**config.mk**
```make
export PLATFORM = sky130hd
export DESIGN_NAME = calc_accumulator_flat
export DESIGN_NICKNAME = d
export VERILOG_FILES = /design/src/rtl/calc_pkg.sv /design/src/rtl/calc_accumulator_if.sv /design/src/rtl/calc_hist_stack.sv /design/src/rtl/calc_accumulator.sv /design/src/flat_wrapper.sv
export SDC_FILE = /design/constraint.sdc
export NUM_CORES = 1
export LEC_CHECK = 0
export ABC_AREA = 1
export CORE_MARGIN = 3
export CORE_UTILIZATION = 59
export CTS_CLUSTER_DIAMETER = 120
export DETAILED_ROUTE_END_ITERATION = 16
export GPL_TIMING_DRIVEN = 0
export PLACE_DENSITY_LB_ADDON = 0.2
export RECOVER_POWER = 25
export SLEW_MARGIN = 0
export SYNTH_ARGS = -nofsm -noshare
export SYNTH_HDL_FRONTEND = slang
export SYNTH_HIERARCHICAL = 1
export SYNTH_SLANG_ARGS = --single-unit
```
**constraint.sdc**
```tcl
create_clock -name clock -period 2.9 [get_ports clock]
set_input_delay 0.29 -clock clock [delete_from_list [all_inputs] [get_ports clock]]
set_output_delay 0.29 -clock clock [all_outputs]
set_load 0.02 [all_outputs]
```
**src/rtl/calc_pkg.sv**
```systemverilog
// Shared definitions for the calculator accumulator: op encoding and widths.
package calc_pkg;

   localparam int unsigned OP_W = 3;

   localparam logic [OP_W-1:0] OPC_ADD  = 3'b000;
   localparam logic [OP_W-1:0] OPC_SUB  = 3'b001;
   localparam logic [OP_W-1:0] OPC_XOR  = 3'b010;
   localparam logic [OP_W-1:0] OPC_SHL  = 3'b011;
   localparam logic [OP_W-1:0] OPC_SHR  = 3'b100;
   localparam logic [OP_W-1:0] OPC_AND  = 3'b101;
   localparam logic [OP_W-1:0] OPC_LOAD = 3'b110;
   localparam logic [OP_W-1:0] OPC_UNDO = 3'b111;

   typedef enum logic [OP_W-1:0] {
      OP_ADD  = OPC_ADD,
      OP_SUB  = OPC_SUB,
      OP_XOR  = OPC_XOR,
      OP_SHL  = OPC_SHL,
      OP_SHR  = OPC_SHR,
      OP_AND  = OPC_AND,
      OP_LOAD = OPC_LOAD,
      OP_UNDO = OPC_UNDO
   } op_e;

endpackage

```
**src/rtl/calc_accumulator_if.sv**
```systemverilog
// Command/status bundle between a controller and calc_accumulator.
interface calc_accumulator_if
   import calc_pkg::*;
#(
   parameter int unsigned WIDTH = 8,
   parameter int unsigned OPW   = 3,
   parameter int unsigned DEPTH = 4
);
   localparam int unsigned CW = $clog2(DEPTH + 1);

   logic            en;
   logic [OP_W-1:0] op;
   logic [OPW-1:0]  operand;
   logic [WIDTH-1:0] acc;
   logic            zero;
   logic            carry;
   logic            overflow;
   logic [CW-1:0]   hist_count;
   logic            err;

   modport master (
      output en, op, operand,
      input  acc, zero, carry, overflow, hist_count, err
   );

   modport slave (
      input  en, op, operand,
      output acc, zero, carry, overflow, hist_count, err
   );
endinterface

```
**src/rtl/calc_hist_stack.sv**
```systemverilog
// Ring-buffer LIFO of previous accumulator values; a push on a full stack
// silently drops the oldest entry.
module calc_hist_stack #(
   parameter int unsigned WIDTH = 8,
   parameter int unsigned DEPTH = 4
) (
   input  logic                         clock,
   input  logic                         reset_n,
   input  logic                         i_push,
   input  logic                         i_pop,
   input  logic [WIDTH-1:0]             i_data,
   output logic [WIDTH-1:0]             o_data,
   output logic [$clog2(DEPTH+1)-1:0]   o_count
);
   localparam int unsigned CW = $clog2(DEPTH + 1);
   localparam int unsigned PW = (DEPTH > 1) ? $clog2(DEPTH) : 1;

   logic [WIDTH-1:0] r_mem [DEPTH];
   logic [PW-1:0]    r_top;
   logic [CW-1:0]    r_count;
   logic [PW-1:0]    w_top_inc;
   logic [PW-1:0]    w_top_dec;

   // r_top points at the next free slot; the newest entry sits just below it.
   assign w_top_inc = (r_top == PW'(DEPTH - 1)) ? '0 : r_top + PW'(1);
   assign w_top_dec = (r_top == '0) ? PW'(DEPTH - 1) : r_top - PW'(1);
   assign o_data    = r_mem[w_top_dec];
   assign o_count   = r_count;

   always_ff @(posedge clock) begin
      if (!reset_n) begin
         r_top   <= '0;
         r_count <= '0;
      end else if (i_push) begin
         r_top <= w_top_inc;
         if (r_count != CW'(DEPTH)) begin
            r_count <= r_count + CW'(1);
         end
      end else if (i_pop && (r_count != '0)) begin
         r_top   <= w_top_dec;
         r_count <= r_count - CW'(1);
      end
   end

   always_ff @(posedge clock) begin
      if (reset_n && i_push) begin
         r_mem[r_top] <= i_data;
      end
   end
endmodule

```
**src/rtl/calc_accumulator.sv**
```systemverilog
// Edge-triggered accumulator ALU with flags, optional unsigned saturation
// and an undo history.
module calc_accumulator
   import calc_pkg::*;
#(
   parameter int unsigned WIDTH = 8,
   parameter int unsigned OPW   = 3,
   parameter int unsigned DEPTH = 4,
   parameter bit          SAT   = 1'b0
) (
   input  logic                clock,
   input  logic                reset_n,
   calc_accumulator_if.slave   bus
);
   localparam int unsigned CW = $clog2(DEPTH + 1);

   logic             r_en_q;
   logic [WIDTH-1:0] r_acc;
   logic             r_carry;
   logic             r_overflow;
   logic             r_err;

   op_e              w_op;
   logic [WIDTH-1:0] w_opnd;
   logic             w_commit;
   logic             w_is_undo;
   logic             w_hist_empty;
   logic             w_undo_empty;
   logic             w_update;
   logic             w_push;
   logic             w_pop;
   logic [WIDTH-1:0] w_hist_data;
   logic [CW-1:0]    w_hist_count;

   logic [WIDTH:0]   w_sum;
   logic [WIDTH:0]   w_diff;
   logic [WIDTH:0]   w_shl;
   logic [WIDTH:0]   w_shr;
   logic [WIDTH-1:0] w_res;
   logic             w_carry;
   logic             w_ovf;

   assign w_op         = op_e'(bus.op);
   assign w_opnd       = WIDTH'(bus.operand);
   assign w_commit     = bus.en & ~r_en_q;
   assign w_is_undo    = (w_op == OP_UNDO);
   assign w_hist_empty = (w_hist_count == '0);
   assign w_undo_empty = w_commit & w_is_undo & w_hist_empty;
   assign w_update     = w_commit & ~w_undo_empty;
   assign w_push       = w_commit & ~w_is_undo;
   assign w_pop        = w_commit & w_is_undo & ~w_hist_empty;

   calc_hist_stack #(
      .WIDTH (WIDTH),
      .DEPTH (DEPTH)
   ) u_hist (
      .clock   (clock),
      .reset_n (reset_n),
      .i_push  (w_push),
      .i_pop   (w_pop),
      .i_data  (r_acc),
      .o_data  (w_hist_data),
      .o_count (w_hist_count)
   );

   // Extra bit on the shifted vectors captures the last bit shifted out.
   always_comb begin
      w_sum   = {1'b0, r_acc} + {1'b0, w_opnd};
      w_diff  = {1'b0, r_acc} - {1'b0, w_opnd};
      w_shl   = {1'b0, r_acc} << bus.operand;
      w_shr   = {r_acc, 1'b0} >> bus.operand;
      w_res   = r_acc;
      w_carry = 1'b0;
      w_ovf   = 1'b0;
      unique case (w_op)
         OP_ADD: begin
            w_res   = w_sum[WIDTH-1:0];
            w_carry = w_sum[WIDTH];
            w_ovf   = ~r_acc[WIDTH-1] & w_sum[WIDTH-1];
            if (SAT && w_sum[WIDTH]) begin
               w_res = '1;
               w_ovf = 1'b0;
            end
         end
         OP_SUB: begin
            w_res   = w_diff[WIDTH-1:0];
            w_carry = w_diff[WIDTH];
            w_ovf   = r_acc[WIDTH-1] & ~w_diff[WIDTH-1];
            if (SAT && w_diff[WIDTH]) begin
               w_res = '0;
               w_ovf = 1'b0;
            end
         end
         OP_XOR:  w_res = r_acc ^ w_opnd;
         OP_AND:  w_res = r_acc & w_opnd;
         OP_LOAD: w_res = w_opnd;
         OP_SHL: begin
            w_res   = w_shl[WIDTH-1:0];
            w_carry = w_shl[WIDTH];
         end
         OP_SHR: begin
            w_res   = w_shr[WIDTH:1];
            w_carry = w_shr[0];
         end
         OP_UNDO: w_res = w_hist_data;
         default: w_res = r_acc;
      endcase
   end

   // en_q resets high so a level held through reset release is not a commit.
   always_ff @(posedge clock) begin
      if (!reset_n) begin
         r_en_q     <= 1'b1;
         r_acc      <= '0;
         r_carry    <= 1'b0;
         r_overflow <= 1'b0;
         r_err      <= 1'b0;
      end else begin
         r_en_q <= bus.en;
         r_err  <= w_undo_empty;
         if (w_update) begin
            r_acc      <= w_res;
            r_carry    <= w_carry;
            r_overflow <= w_ovf;
         end
      end
   end

   assign bus.acc        = r_acc;
   assign bus.zero       = (r_acc == '0);
   assign bus.carry      = r_carry;
   assign bus.overflow   = r_overflow;
   assign bus.hist_count = w_hist_count;
   assign bus.err        = r_err;
endmodule
```
**src/flat_wrapper.sv**
```systemverilog
// flat-port wrapper written by rule: the top's interface ports become plain ports
module calc_accumulator_flat import calc_pkg::*;
#(
   parameter int unsigned WIDTH = 8,
   parameter int unsigned OPW   = 3,
   parameter int unsigned DEPTH = 4,
   parameter bit          SAT   = 1'b0
)
  (clock, reset_n, bus_en, bus_op, bus_operand, bus_acc, bus_zero, bus_carry, bus_overflow, bus_hist_count, bus_err);
  calc_accumulator_if #(.WIDTH(WIDTH), .OPW(OPW), .DEPTH(DEPTH)) bus_i ();
  input  logic clock;
  input  logic reset_n;
  input wire logic [$bits(bus_i.en)-1:0] bus_en;
  input wire logic [$bits(bus_i.op)-1:0] bus_op;
  input wire logic [$bits(bus_i.operand)-1:0] bus_operand;
  output wire logic [$bits(bus_i.acc)-1:0] bus_acc;
  output wire logic [$bits(bus_i.zero)-1:0] bus_zero;
  output wire logic [$bits(bus_i.carry)-1:0] bus_carry;
  output wire logic [$bits(bus_i.overflow)-1:0] bus_overflow;
  output wire logic [$bits(bus_i.hist_count)-1:0] bus_hist_count;
  output wire logic [$bits(bus_i.err)-1:0] bus_err;
  assign bus_i.en = bus_en;
  assign bus_i.op = bus_op;
  assign bus_i.operand = bus_operand;
  assign bus_acc = bus_i.acc;
  assign bus_zero = bus_i.zero;
  assign bus_carry = bus_i.carry;
  assign bus_overflow = bus_i.overflow;
  assign bus_hist_count = bus_i.hist_count;
  assign bus_err = bus_i.err;
  calc_accumulator #(.WIDTH(WIDTH), .OPW(OPW), .DEPTH(DEPTH), .SAT(SAT)) u_core (.clock(clock), .reset_n(reset_n), .bus(bus_i));
endmodule
```
# Yosys cells after proc, flatten, opt, wreduce, memory -nomap -nowiden
# Memories as Yosys holds them, arrays and structs flattened.
# Index checks and enable logic that the tools add are counted.
# totals
register_bits	17
mem_bits_rw	32
output_inout_bits	15
elab_cells	63
memories	1
# memory_table
name	words	word_bits	read_ports	rd_clocked_by_memory_dff	write_ports	line	rtl
u_core.u_hist.r_mem	4	8	1	0	1	calc_hist_stack.sv:18	logic [WIDTH-1:0] r_mem [DEPTH];
# op_classes
n_addsub	6
eq_ne	10
shift	2
n_mux	12
bitwise_logic	16
reduce_logical	9
# op_table
op	n
$pmux W8 S8	1
$eq A3 B3 Y1 const B	4
$add A8 B3 Y9	1
$mux W3	3
$shl A8 B3 Y9	1
$shr A9 B3 Y9	1
$sub A8 B3 Y9	1
$and A1 B1 Y1	8
$and A8 B3 Y8	1
$logic_not A8 Y1	1
$mux W2	4
$xor A8 B3 Y8	1
$eq A3 B2 Y1 const B	2
$logic_not A3 Y1	2
$not A1 Y1	6
$pmux W1 S4	1
$add A3 B1 Y3 const B	1
$eq A3 B1 Y1 const B	1
$ne A3 B3 Y1 const B	1
$reduce_bool A3 Y1	1
$sub A3 B1 Y3 const B	1
$add A2 B1 Y2 const B	1
$eq A2 B2 Y1 const B	1
$logic_and A1 B1 Y1	2
7 further kinds	8

# Longest topological paths before layout
# Gate-level depths: netlist (run 1).
# logic_depth
depth_word	7
depth_mapped	15

# Cells and area by module
# Netlist (run 1), hierarchy kept.
# by_module_without_submodules
mod	n_inst	cells_per_inst	area_per_inst_um2
calc_accumulator	1	343	1834.3
calc_hist_stack	1	139	1597.8

# Worst setup path after synthesis (run 1)
# OpenSTA, ideal clock, no wires.
# synth_path
path_kind	register to register
start	register u_core.r_acc[1], in the netlist u_core/bus.acc[1]
end	register u_core.r_acc[7], in the netlist u_core/bus.acc[7]
arrival_time_ns	2.076
t_required_ns	2.779
slack_ns	0.703
path_stages_with_launch	14
n_path_buf	0
synth_period_minus_slack_ns	2.197
cell_sequence	dfxtp_1 ha_1 nand2_1 nand2_1 nand2_1 nand2_1 nor3_1 ha_1 o21ai_0 nand2_1 a31oi_1 nand3_1 nand2_1 a21oi_1
# synth_via
elab_chain_cells	2
# synth_rtl
item	line	rtl
start: declaration	calc_accumulator.sv:18	logic [WIDTH-1:0] r_acc;
start signal: assignment	calc_accumulator.sv:122	r_acc <= w_res;
$sub A8 B3 Y9, or another cell as far along	calc_accumulator.sv:69	w_diff = {1'b0, r_acc} - {1'b0, w_opnd};
$pmux W8 S8 (*)	calc_accumulator.sv:75	unique case (w_op)
# Every way passes the cells marked *; elsewhere a longest branch is shown, timed or not.
# A chain may end at the register's enable or synchronous reset.

# Final worst setup path (run 1)
# layout_path
start	input port bus_operand[2]
end	register u_core.r_acc[7], in the netlist u_core/bus.acc[7]
# layout_via
elab_chain_cells	2
# layout_rtl
item	line	rtl
start: declaration	flat_wrapper.sv:15	input wire logic [$bits(bus_i.operand)-1:0] bus_operand;
$sub A8 B3 Y9, or another cell as far along	calc_accumulator.sv:69	
$pmux W8 S8 (*)	calc_accumulator.sv:75	
# Marked as above.

==> run summary, run 1 <==
Status = completed
Area share of the largest cell type after synthesis = 28.0%
Number of diodes = 0
P per Cell Area = 392 nW/um^2
Final WL = 9360 microns
Count of cell types in the netlist = 37
Crit path max-delay cell type = clkdlybuf4s50_1
Syn Area/Cell = 7.12 sq um
Clock root buffer = clkbuf_8
Antenna viol nets, final = 0
Max Clk Rate = 361 MHz
Top Ports = 24
CTS tree = built
Nets@finish = 537
Adder-Cell Fraction of Synth Area = 6.49%
Worst path most repeated cell = nand2_1
Top post-synthesis cells by area = edfxtp_1 28%, nand2_1 15%, dfxtp_1 9.9%
Power Total = 1.51 mW
DIE AREA = 6770 sq um
Clock tree buffer depth = 2
Vias in the first global route = 2986
Num CTS Buffers = 5
CP Launch Type = primary input
Post-synthesis sequential area ratio = 37.9%
Layout cell share with drive strength beyond 1 = 7.21%
Final hold violations = 0
Register bit total from synthesis = 49
Leading area contributor after synthesis = edfxtp_1
Mapped Cells = 482
Worst clock skew = 0.00422 ns
RSZ-0062 raised after global routing = false
Largest net degree at the start of global routing = 16
Crit path time final = 2.77 ns
Routability cong. = 0.957
Gates resized, CTS repair = 0
CP Capture Type = flop
Worst-Margin Slew = 0.775 ns
WL/cell = 16.0 microns
Synth Area in Simple Gates = 33.9%
All-layer global routing usage = 29.0%
Clk_lat worst skew = 0.30 ns
Final period util = 95.6%
Crit-path cells = clkdlybuf4s50_1 > buf_2 > inv_1 > ha_1 > nand2_1 > nand2_1 > nor3_1 > ha_1 > o21ai_0 > nand2_1 > a31oi_1 > nand3_1 > nand2_1 > a21oi_1
Die Y = 82.3 microns
Total grt overflow = 0
Quantity of I/O buffers inserted on ports = 23
CP required = 3.08 ns
Syn_nets = 507
Detailed-router iteration count before antenna repair = 8
Arr. time, crit path = 2.95 ns
Rel. slew slack = 48.1%
Hold-fix buffers, CTS = 0
Mapped cell area = 3430 sq um
Starting Density = 61.6%
Setup violations, final = 0
Antenna violations before repair = 0
Max cap viols = 0
Yosys warnings = 6
Clock-pin slew on the worst setup and hold paths = 0.09 ns
Post-synthesis mux area share = 0%
Maximum vdd drop = 0.265 mV
Drt drc = 0
Area growth syn-to-layout = 12.6%
Post-CTS Setup Bufs = 0
Worst hold-check path type = primary input to flop
Largest family of logic cells by synthesized area = simple AND/OR/NAND/NOR gates
Post-Synth XOR/XNOR Area = 0.255%
Iteration-0 DRC Markers = 213
Vias per inst = 5.71
Compound-Gate Fraction of Synth Area = 11.7%
Rows = 27
Post-route setup TNS = 0 ns
Area of the core = 5570 sq um
Critical path fanouts, max = 8
Die X = 82.3 microns
H-tree Lvls = 2
First-pass GRT wire length = 14600 microns
DP HPWL = 6910 microns
CP max stage delay = 0.48 ns
Via Count = 3342
P_leak = 1.72 nW
Clock Sinks = 49
Final Slew Violations = 0
Worst Path Class, Setup = primary input to flop
==> cell families (layout without fill, tap and decap cells) <==
kind of cell / after synthesis / in the layout
AO/OA/AOI/OAI: 71 / 71
XOR/XNOR: 1 / 1
adder cells (fa/ha/maj): 16 / 16
buffers and inverters: 75 / 106
flip-flops: 49 / 49
AND/OR/NAND/NOR: 270 / 270
==> registers in the layout, summed over array words and instances (netlist names) <==
| name | cells |
|---|---|
| u_core/bus.overflow | 1 |
| u_core/r_en_q | 1 |
| u_core/bus.carry | 1 |
| u_core/bus.err | 1 |
| u_core/u_hist/r_mem | 32 |
| u_core/u_hist/r_top | 2 |
| u_core/bus.acc | 8 |
| u_core/u_hist/o_count | 3 |
==> synth_stat cells, drive strengths merged <==
cell type / n
nor2: 64
fa: 3
a21boi: 1
nand3b: 1
nor4: 2
buf: 12
and2: 2
inv: 61
edfxtp: 32
nand2: 142
dfxtp: 17
a31oi: 2
ha: 13
o211ai: 6
nand3: 48
and3: 1
a21oi: 23
nor3: 7
clkbuf: 2
nand4: 3
o21a: 2
xor2: 1
o22ai: 8
o21ai: 29
==> path summary, 6_finish.rpt <==
check	from	to	slack, ns	cells after the start
max	bus_operand[2]	u_core/bus.acc[7]$_SDFFE_PN0P_	0.13	14
min reg2reg	u_core/u_hist/r_top[1]$_SDFFE_PN0P_	u_core/u_hist/r_top[1]$_SDFFE_PN0P_	0.53	2
max reg2reg	u_core/bus.acc[1]$_SDFFE_PN0P_	u_core/bus.acc[7]$_SDFFE_PN0P_	0.35	13
min	bus_en	u_core/r_en_q$_SDFF_PN1_	0.53	3
==> placed cells by master (no fill, tap or decap), types with 2 or more instances in the layout <==
| cell | n |
|---|---|
| nand2_1 | 138 |
| nor2_1 | 57 |
| inv_1 | 56 |
| nand3_1 | 48 |
| edfxtp_1 | 32 |
| o21ai_0 | 25 |
| clkdlybuf4s50_1 | 22 |
| a21oi_1 | 22 |
| dfxtp_1 | 17 |
| ha_1 | 13 |
| o22ai_1 | 8 |
| buf_2 | 7 |
| nor3_1 | 7 |
| o211ai_1 | 6 |
| clkbuf_8 | 5 |
| inv_2 | 4 |
| nor2_2 | 4 |
| o21ai_1 | 4 |
| nand2_2 | 3 |
| nand4_1 | 3 |
| fa_1 | 3 |
| nor4_1 | 2 |
| nor2_4 | 2 |
| buf_4 | 2 |
| buf_6 | 2 |
| o21a_1 | 2 |
| and2_1 | 2 |
| a31oi_1 | 2 |
==> area by class of cell <==
type                            instances  area, sq um
Buffer                                 14          101
Clock buffer                            5         68.8
Clock inverter                          3         41.3
Fill cell                             493         1710
Inverter                               61          234
Multi-Input combinational cell        358         1800
Sequential cell                        49         1300
Tap cell                               72         90.1
Timing Repair Buffer                   23          233
==> stage by stage <==
stage                     util (%)  instances  hold slack, ns  setup slack (ns)  instance area, sq um
final                         69.3        585           0.532             0.129                  3860
after floorplan                  -        482           0.359             0.703                  3430
after global placement        67.3        577           0.511            -0.311                  3750
after detailed placement      67.3        577           0.520            -0.318                  3750
after CTS                     69.3        585           0.529           0.00410                  3860
after global routing          69.3        585           0.554            0.0295                  3860
==> per-layer routing <==
metal / share of wire (%) / vias up / GRT usage [%]
met3: 7.6 / 29 / 4.12
met4: 3.4 / 0 / 12.8
met2: 49 / 156 / 49.0
met5: 0 / - / 0
met1: 40 / 1513 / 36.7
li1: - / 1644 / -
==> worst max-delay path, delay by kind of cell <==
kind / cells / cell delay (ns)
compound gates: 3 / 0.38
fa+ha+maj: 2 / 0.68
simple gates: 6 / 0.70
buf+inv: 3 / 0.90
==> where the power goes <==
part / internal, mW / switching (mW)
clock: 0.254 / 0.230
combinational: 0.0934 / 0.172
sequential: 0.749 / 0.0157
total: 1.10 / 0.417
(Power assumes the default switching activity.)
==> run 2, diff against run 1 <==
--- a/config.mk
+++ b/config.mk
@@ -7,10 +7,11 @@
 export LEC_CHECK = 0
 export ABC_AREA = 1
 export CORE_MARGIN = 3
-export CORE_UTILIZATION = 59
+export CORE_UTILIZATION = 54
 export CTS_CLUSTER_DIAMETER = 120
 export DETAILED_ROUTE_END_ITERATION = 16
 export GPL_TIMING_DRIVEN = 0
+export HOLD_SLACK_MARGIN = 0.06
 export PLACE_DENSITY_LB_ADDON = 0.2
 export RECOVER_POWER = 25
 export SLEW_MARGIN = 0
==> constraint.sdc (replaced) <==
create_clock -name clock -period 2.3 [get_ports clock]
set_input_delay 0.23 -clock clock [delete_from_list [all_inputs] [get_ports clock]]
set_output_delay 0.23 -clock clock [all_outputs]
set_load 0.02 [all_outputs]
==> run 2 against run 1 <==
Global-route usage shrank 2.8 points. Critical path type unchanged. Largest cell class unchanged. Via count shrank 0.66%. Worst setup slack lost 0.093 ns. Register-to-register slack lost 0.23 ns. Total power grew 20%. Sequential power grew 26%. Critical path depth is the same.
==> run summary, run 2 (same netlist as run 1, synthesis figures left out) <==
Rows = 28 (+3.7%)
Worst hold-check path type = primary input to flop
Crit path time final = 2.26 ns
Routability cong. = 1.01 (+5.5%)
Worst-Margin Slew = 0.554 ns (-0.221 ns)
Critical path fanouts, max = 6 (-2)
Drt drc = 0 (unchanged)
Clock Sinks = 49 (unchanged)
H-tree Lvls = 2 (unchanged)
Rel. slew slack = 63.0% (+15 points)
CTS tree = built
Worst Path Class, Setup = primary input to flop
Die X = 85.7 microns (+4.2%)
Clk_lat worst skew = 0.30 ns (about the same)
WL/cell = 15.7 microns (-1.7%)
Starting Density = 57.0% (-4.6 points)
P per Cell Area = 459 nW/um^2 (+17%)
Maximum vdd drop = 0.414 mV (+57%)
Total grt overflow = 0 (unchanged)
CP Launch Type = primary input
Final Slew Violations = 0 (unchanged)
Clock root buffer = clkbuf_8
Min Hold Slack = 0.476 ns (-0.0560 ns)
Worst clock skew = 0.00440 ns (+0.000179 ns)
Area growth syn-to-layout = 15.1%
Largest net degree at the start of global routing = 16 (unchanged)
P_leak = 1.72 nW (+0.24%)
Most frequent cells in the layout = 136 x nand2_1, 54 x inv_1, 53 x nor2_1, 48 x nand3_1, 32 x edfxtp_1
Number of diodes = 0 (unchanged)
Clock-pin slew on the worst setup and hold paths = 0.09 ns (about the same)
DIE AREA = 7350 sq um (+8.6%)
Post-route setup TNS = 0 ns (unchanged)
Num CTS Buffers = 5 (unchanged)
Area of the core = 6030 sq um (+8.1%)
Top reg by flops = u_core/u_hist/r_mem
DP HPWL = 6870 microns (-0.49%)
GR Util met3 = 2.21% (-1.9 points)
M2 GR Usage = 43.9% (-5.0 points)
Power Total = 1.81 mW (+20%)
Max Clk Rate = 442 MHz
Area of placed instances = 3760 sq um (about the same)
Setup violations, final = 0 (unchanged)
Via Count = 3320 (-0.66%)
RSZ-0062 raised after global routing = true
Final core utilization = 65.6% (-3.8 points)
Final WL = 9290 microns (-0.65%)
Iteration-0 DRC Markers = 264 (+24%)
CP required = 2.48 ns (-0.60 ns)
CP Capture Type = flop
Max FFs per register = 32 (unchanged)
Max cap viols = 0 (unchanged)
Vias per inst = 5.62 (-1.7%)
Antenna viol nets, final = 0 (unchanged)
Quantity of I/O buffers inserted on ports = 23 (unchanged)
Status = completed
Most Crowded Layer GR = met2
Final period util = 98.4%
R2R setup slack = 0.12 ns (-0.23 ns)
Detailed-router iteration count before antenna repair = 5 (-3)
Nets@finish = 540 (+0.56%)
Die Y = 85.7 microns (+4.2%)
Design Area, Final = 3950 sq um (+2.2%)
Commonest non-fill, non-tap cell in the layout = nand2_1
Vias in the first global route = 2951 (-1.2%)
First-pass GRT wire length = 14900 microns (+2.4%)
Top Ports = 24 (unchanged)
Final hold violations = 0 (unchanged)
Antenna violations before repair = 0 (unchanged)
Clock tree buffer depth = 2 (unchanged)
All-layer global routing usage = 26.2% (-2.8 points)
Layout cell share with drive strength beyond 1 = 11.2% (+4.0 points)
Arr. time, crit path = 2.45 ns (-0.50 ns)
Met1 Usage GRT = 34.5% (-2.2 points)
==> run 2: cell types whose count changed in the layout (fill, tap and decap cells not counted), moves of 3 or more <==
cell,delta
buf_2,-3
dfxtp_1,-4
nor2_1,-4
nor2_2,+4
buf_4,+4
==> run 2: final timing paths <==
path / startpoint / to / cells past startpoint
max reg2reg: u_core/bus.acc[1]$_SDFFE_PN0P_ / u_core/bus.acc[7]$_SDFFE_PN0P_ / 13
min: bus_en / u_core/r_en_q$_SDFF_PN1_ / 3
min reg2reg: u_core/bus.carry$_SDFFE_PN0P_ / u_core/bus.carry$_SDFFE_PN0P_ / 2
max: bus_operand[2] / u_core/bus.acc[7]$_SDFFE_PN0P_ / 14
==> run 2: worst max-delay path: stages <==
cell and delay, ns:
clkdlybuf4s50_1 0.51, buf_6 0.13, clkinvlp_4 0.12, ha_4 0.28, nand2_2 0.10, nand2_2 0.07
nor3_2 0.11, ha_1 0.25, o21ai_0 0.15, nand2_1 0.09, a31oi_1 0.14, nand3_1 0.12
nand2_1 0.08, a21oi_1 0.06
==> run 2: per-layer routing <==
metal | vias to the layer above | wire, microns
met4 | 0 | 333
met1 | 1533 | 3950
met2 | 122 | 4510
li1 | 1644 | -
met5 | - | 0
met3 | 21 | 503
==> run 2: layout make-up <==
class                   count  area, sq um
fillers                   539         2070
flip-flops and latches     49         1310
multi-input cells         358         1850
clock inverters             2         13.8
repair buffers             26          256
well taps                  75         93.8
plain buffers              14          113
inverters                  61          241
clock buffers               6         72.6
==> run 2: report_power, final <==
group	leakage (nW)	switching [mW]	internal, mW
Combinational	1.24	0.223	0.129
Clock	0.0456	0.282	0.217
Sequential	0.436	0.0203	0.944
Total	1.72	0.525	1.29
==> run 2: through the flow <==
step                setup slack, ns  instances
floorplan                     0.103        482
global placement             -0.759        580
detailed placement           -0.772        580
CTS                        -0.00788        590
global route                -0.0156        591
finish                       0.0359        591
==> run 2: repair_timing <==
action	in CTS	in global routing
pin swaps	0	0
hold buffers	0	0
resized for setup	12	15
setup endpoints to repair	5	29
buffers inserted	2	1
cloned	0	0
==> run 3, diff against run 2 <==
--- a/config.mk
+++ b/config.mk
@@ -6,7 +6,7 @@
 export NUM_CORES = 1
 export LEC_CHECK = 0
 export ABC_AREA = 1
-export CORE_MARGIN = 3
+export CORE_MARGIN = 2
 export CORE_UTILIZATION = 54
 export CTS_CLUSTER_DIAMETER = 120
 export DETAILED_ROUTE_END_ITERATION = 16
==> run 3 against run 2 <==
Clock-buffer cell count is 1 lower. Clock skew grew 0.0027 ns. Core utilization shrank 2.7 points. Critical endpoint unchanged. Highest routed layer unchanged.
==> run summary, run 3 (same netlist as run 1, synthesis figures left out) <==
WL/cell = 15.5 microns (-1.3%)
Worst clock skew = 0.00711 ns (+0.00270 ns)
Min Hold Slack = 0.475 ns (-0.00107 ns)
Rel. slew slack = 50.3% (-13 points)
Critical path fanouts, max = 6 (unchanged)
Rows = 29 (+3.6%)
Clock-pin slew on the worst setup and hold paths = 0.09 ns (about the same)
RSZ-0062 raised after global routing = true
Setup ws final = 0.00702 ns (-0.0289 ns)
CP Capture Type = flop
Total grt overflow = 0 (unchanged)
Nets@finish = 540 (unchanged)
Starting Density = 55.0% (-2.0 points)
Max FFs per register = 32 (unchanged)
Number of diodes = 0 (unchanged)
Crit path time final = 2.29 ns (+0.0289 ns)
P_leak = 1.72 nW (-0.11%)
First-pass GRT wire length = 15000 microns (+0.28%)
Antenna violations before repair = 0 (unchanged)
Worst hold-check path type = primary input to flop
Commonest non-fill, non-tap cell in the layout = nand2_1
Final Slew Violations = 0 (unchanged)
Final hold violations = 0 (unchanged)
Fillcell total = 587 (+8.9%)
Max Clk Rate = 436 MHz (-1.3%)
Num CTS Buffers = 5 (unchanged)
Design Area, Final = 3930 sq um (-0.63%)
Iteration-0 DRC Markers = 290 (+9.8%)
Vias in the first global route = 3131 (+6.1%)
Final period util = 99.7% (+1.3 points)
Post-route setup TNS = 0 ns (unchanged)
Status = completed
Area of the core = 6240 sq um (+3.6%)
Final WL = 9200 microns (-1.0%)
Area of placed instances = 3760 sq um (about the same)
Layout cell share with drive strength beyond 1 = 10.3% (-0.97 points)
CP Launch Type = primary input
Max cap viols = 0 (unchanged)
Arr. time, crit path = 2.48 ns (+0.03 ns)
Clock tree buffer depth = 2 (unchanged)
H-tree Lvls = 2 (unchanged)
DIE AREA = 7010 sq um (-4.6%)
Clk_lat worst skew = 0.30 ns (about the same)
DP HPWL = 7010 microns (+2.0%)
Detailed-router iteration count before antenna repair = 5 (unchanged)
Clock Sinks = 49 (unchanged)
Setup violations, final = 0 (unchanged)
Top Ports = 24 (unchanged)
Maximum vdd drop = 0.329 mV (-20%)
Area growth syn-to-layout = 14.4%
Via Count = 3336 (+0.48%)
All-layer global routing usage = 26.9% (+0.70 points)
Die X = 83.7 microns (-2.3%)
CP required = 2.49 ns (about the same)
Worst slack, placed = -0.785 ns (-0.0129 ns)
Routability cong. = 0.950 (-5.9%)
Clock root buffer = clkbuf_8
Worst Path Class, Setup = primary input to flop
Top reg by flops = u_core/u_hist/r_mem
Quantity of I/O buffers inserted on ports = 23 (unchanged)
Vias per inst = 5.63 (+0.14%)
R2R setup slack = 0.10 ns (-0.02 ns)
CTS tree = built
Largest net degree at the start of global routing = 18 (+2)
Worst-Margin Slew = 0.743 ns (+0.190 ns)
Die Y = 83.7 microns (-2.3%)
Most frequent cells in the layout = 137 x nand2_1, 56 x nor2_1, 54 x inv_1, 48 x nand3_1, 32 x edfxtp_1
P per Cell Area = 464 nW/um^2 (+1.0%)
Antenna viol nets, final = 0 (unchanged)
Drt drc = 0 (unchanged)
[run 3: changes by cell type in the layout (fill, tap and decap cells not counted), sizes merged]
cell and change:
clkinv -1, buf +1, clkdlybuf4s15 -1, clkbuf -1, inv +1, clkinvlp +1
[run 3: critical path, stage by stage]
cell and delay, ns:
clkdlybuf4s50_1 0.50, buf_6 0.13, clkinvlp_4 0.11, ha_4 0.28, nand2_2 0.10, nand2_1 0.08
nor3_1 0.15, ha_1 0.26, o21ai_0 0.15, nand2_1 0.09, a31oi_1 0.14, nand3_1 0.12
nand2_1 0.08, a21oi_1 0.06
[run 3: power by group]
group | switching (mW) | total (mW) | internal, mW
Combinational | 0.220 | 0.346 | 0.126
Clock | 0.290 | 0.512 | 0.222
Sequential | 0.0198 | 0.964 | 0.944
Total | 0.529 | 1.82 | 1.29
[run 3: area by class of cell]
class | count | area, sq um | share of cell area, %
timing repair buffer | 26 | 250 | 6.37
multi-input combinational | 358 | 1820 | 46.4
buffer | 14 | 113 | 2.87
sequential | 49 | 1310 | 33.4
inverter | 61 | 241 | 6.15
clock inverter | 3 | 25.0 | 0.637
tap | 77 | 96.3 | 2.45
clock buffer | 5 | 68.8 | 1.75
[run 3: per-stage QoR]
stage                     cells  utilization [%]  power (mW)
after global placement      582             60.2        1.31
after global routing        593             62.9        1.92
after floorplan             482                -        1.20
after CTS                   592             62.6        1.83
final                       593             62.9        1.82
after detailed placement    582             60.2        1.31
[run 3: worst paths after layout]
check                                 startpoint                              to  cells past startpoint
setup reg to reg  u_core/bus.acc[1]$_SDFFE_PN0P_  u_core/bus.acc[7]$_SDFFE_PN0P_                     13
hold / removal                            bus_en        u_core/r_en_q$_SDFF_PN1_                      3
hold reg to reg    u_core/bus.carry$_SDFFE_PN0P_   u_core/bus.carry$_SDFFE_PN0P_                      2
setup / recovery                  bus_operand[2]  u_core/bus.acc[7]$_SDFFE_PN0P_                     14
[run 3: layer usage]
layer | up-vias | GRT usage (%) | share of wire, %
li1 | 1648 | - | -
met1 | 1518 | 33.5 | 40
met2 | 145 | 46.0 | 49
met3 | 25 | 3.56 | 6.2
met4 | 0 | 13.2 | 4.2
met5 | - | 0 | 0
[run 3: what timing repair did]
| item | in CTS | in global routing |
|---|---|---|
| hold buffers | 0 | 0 |
| gates resized for setup | 14 | 9 |
| setup endpoints to repair | 3 | 29 |
| setup buffers | 2 | 1 |
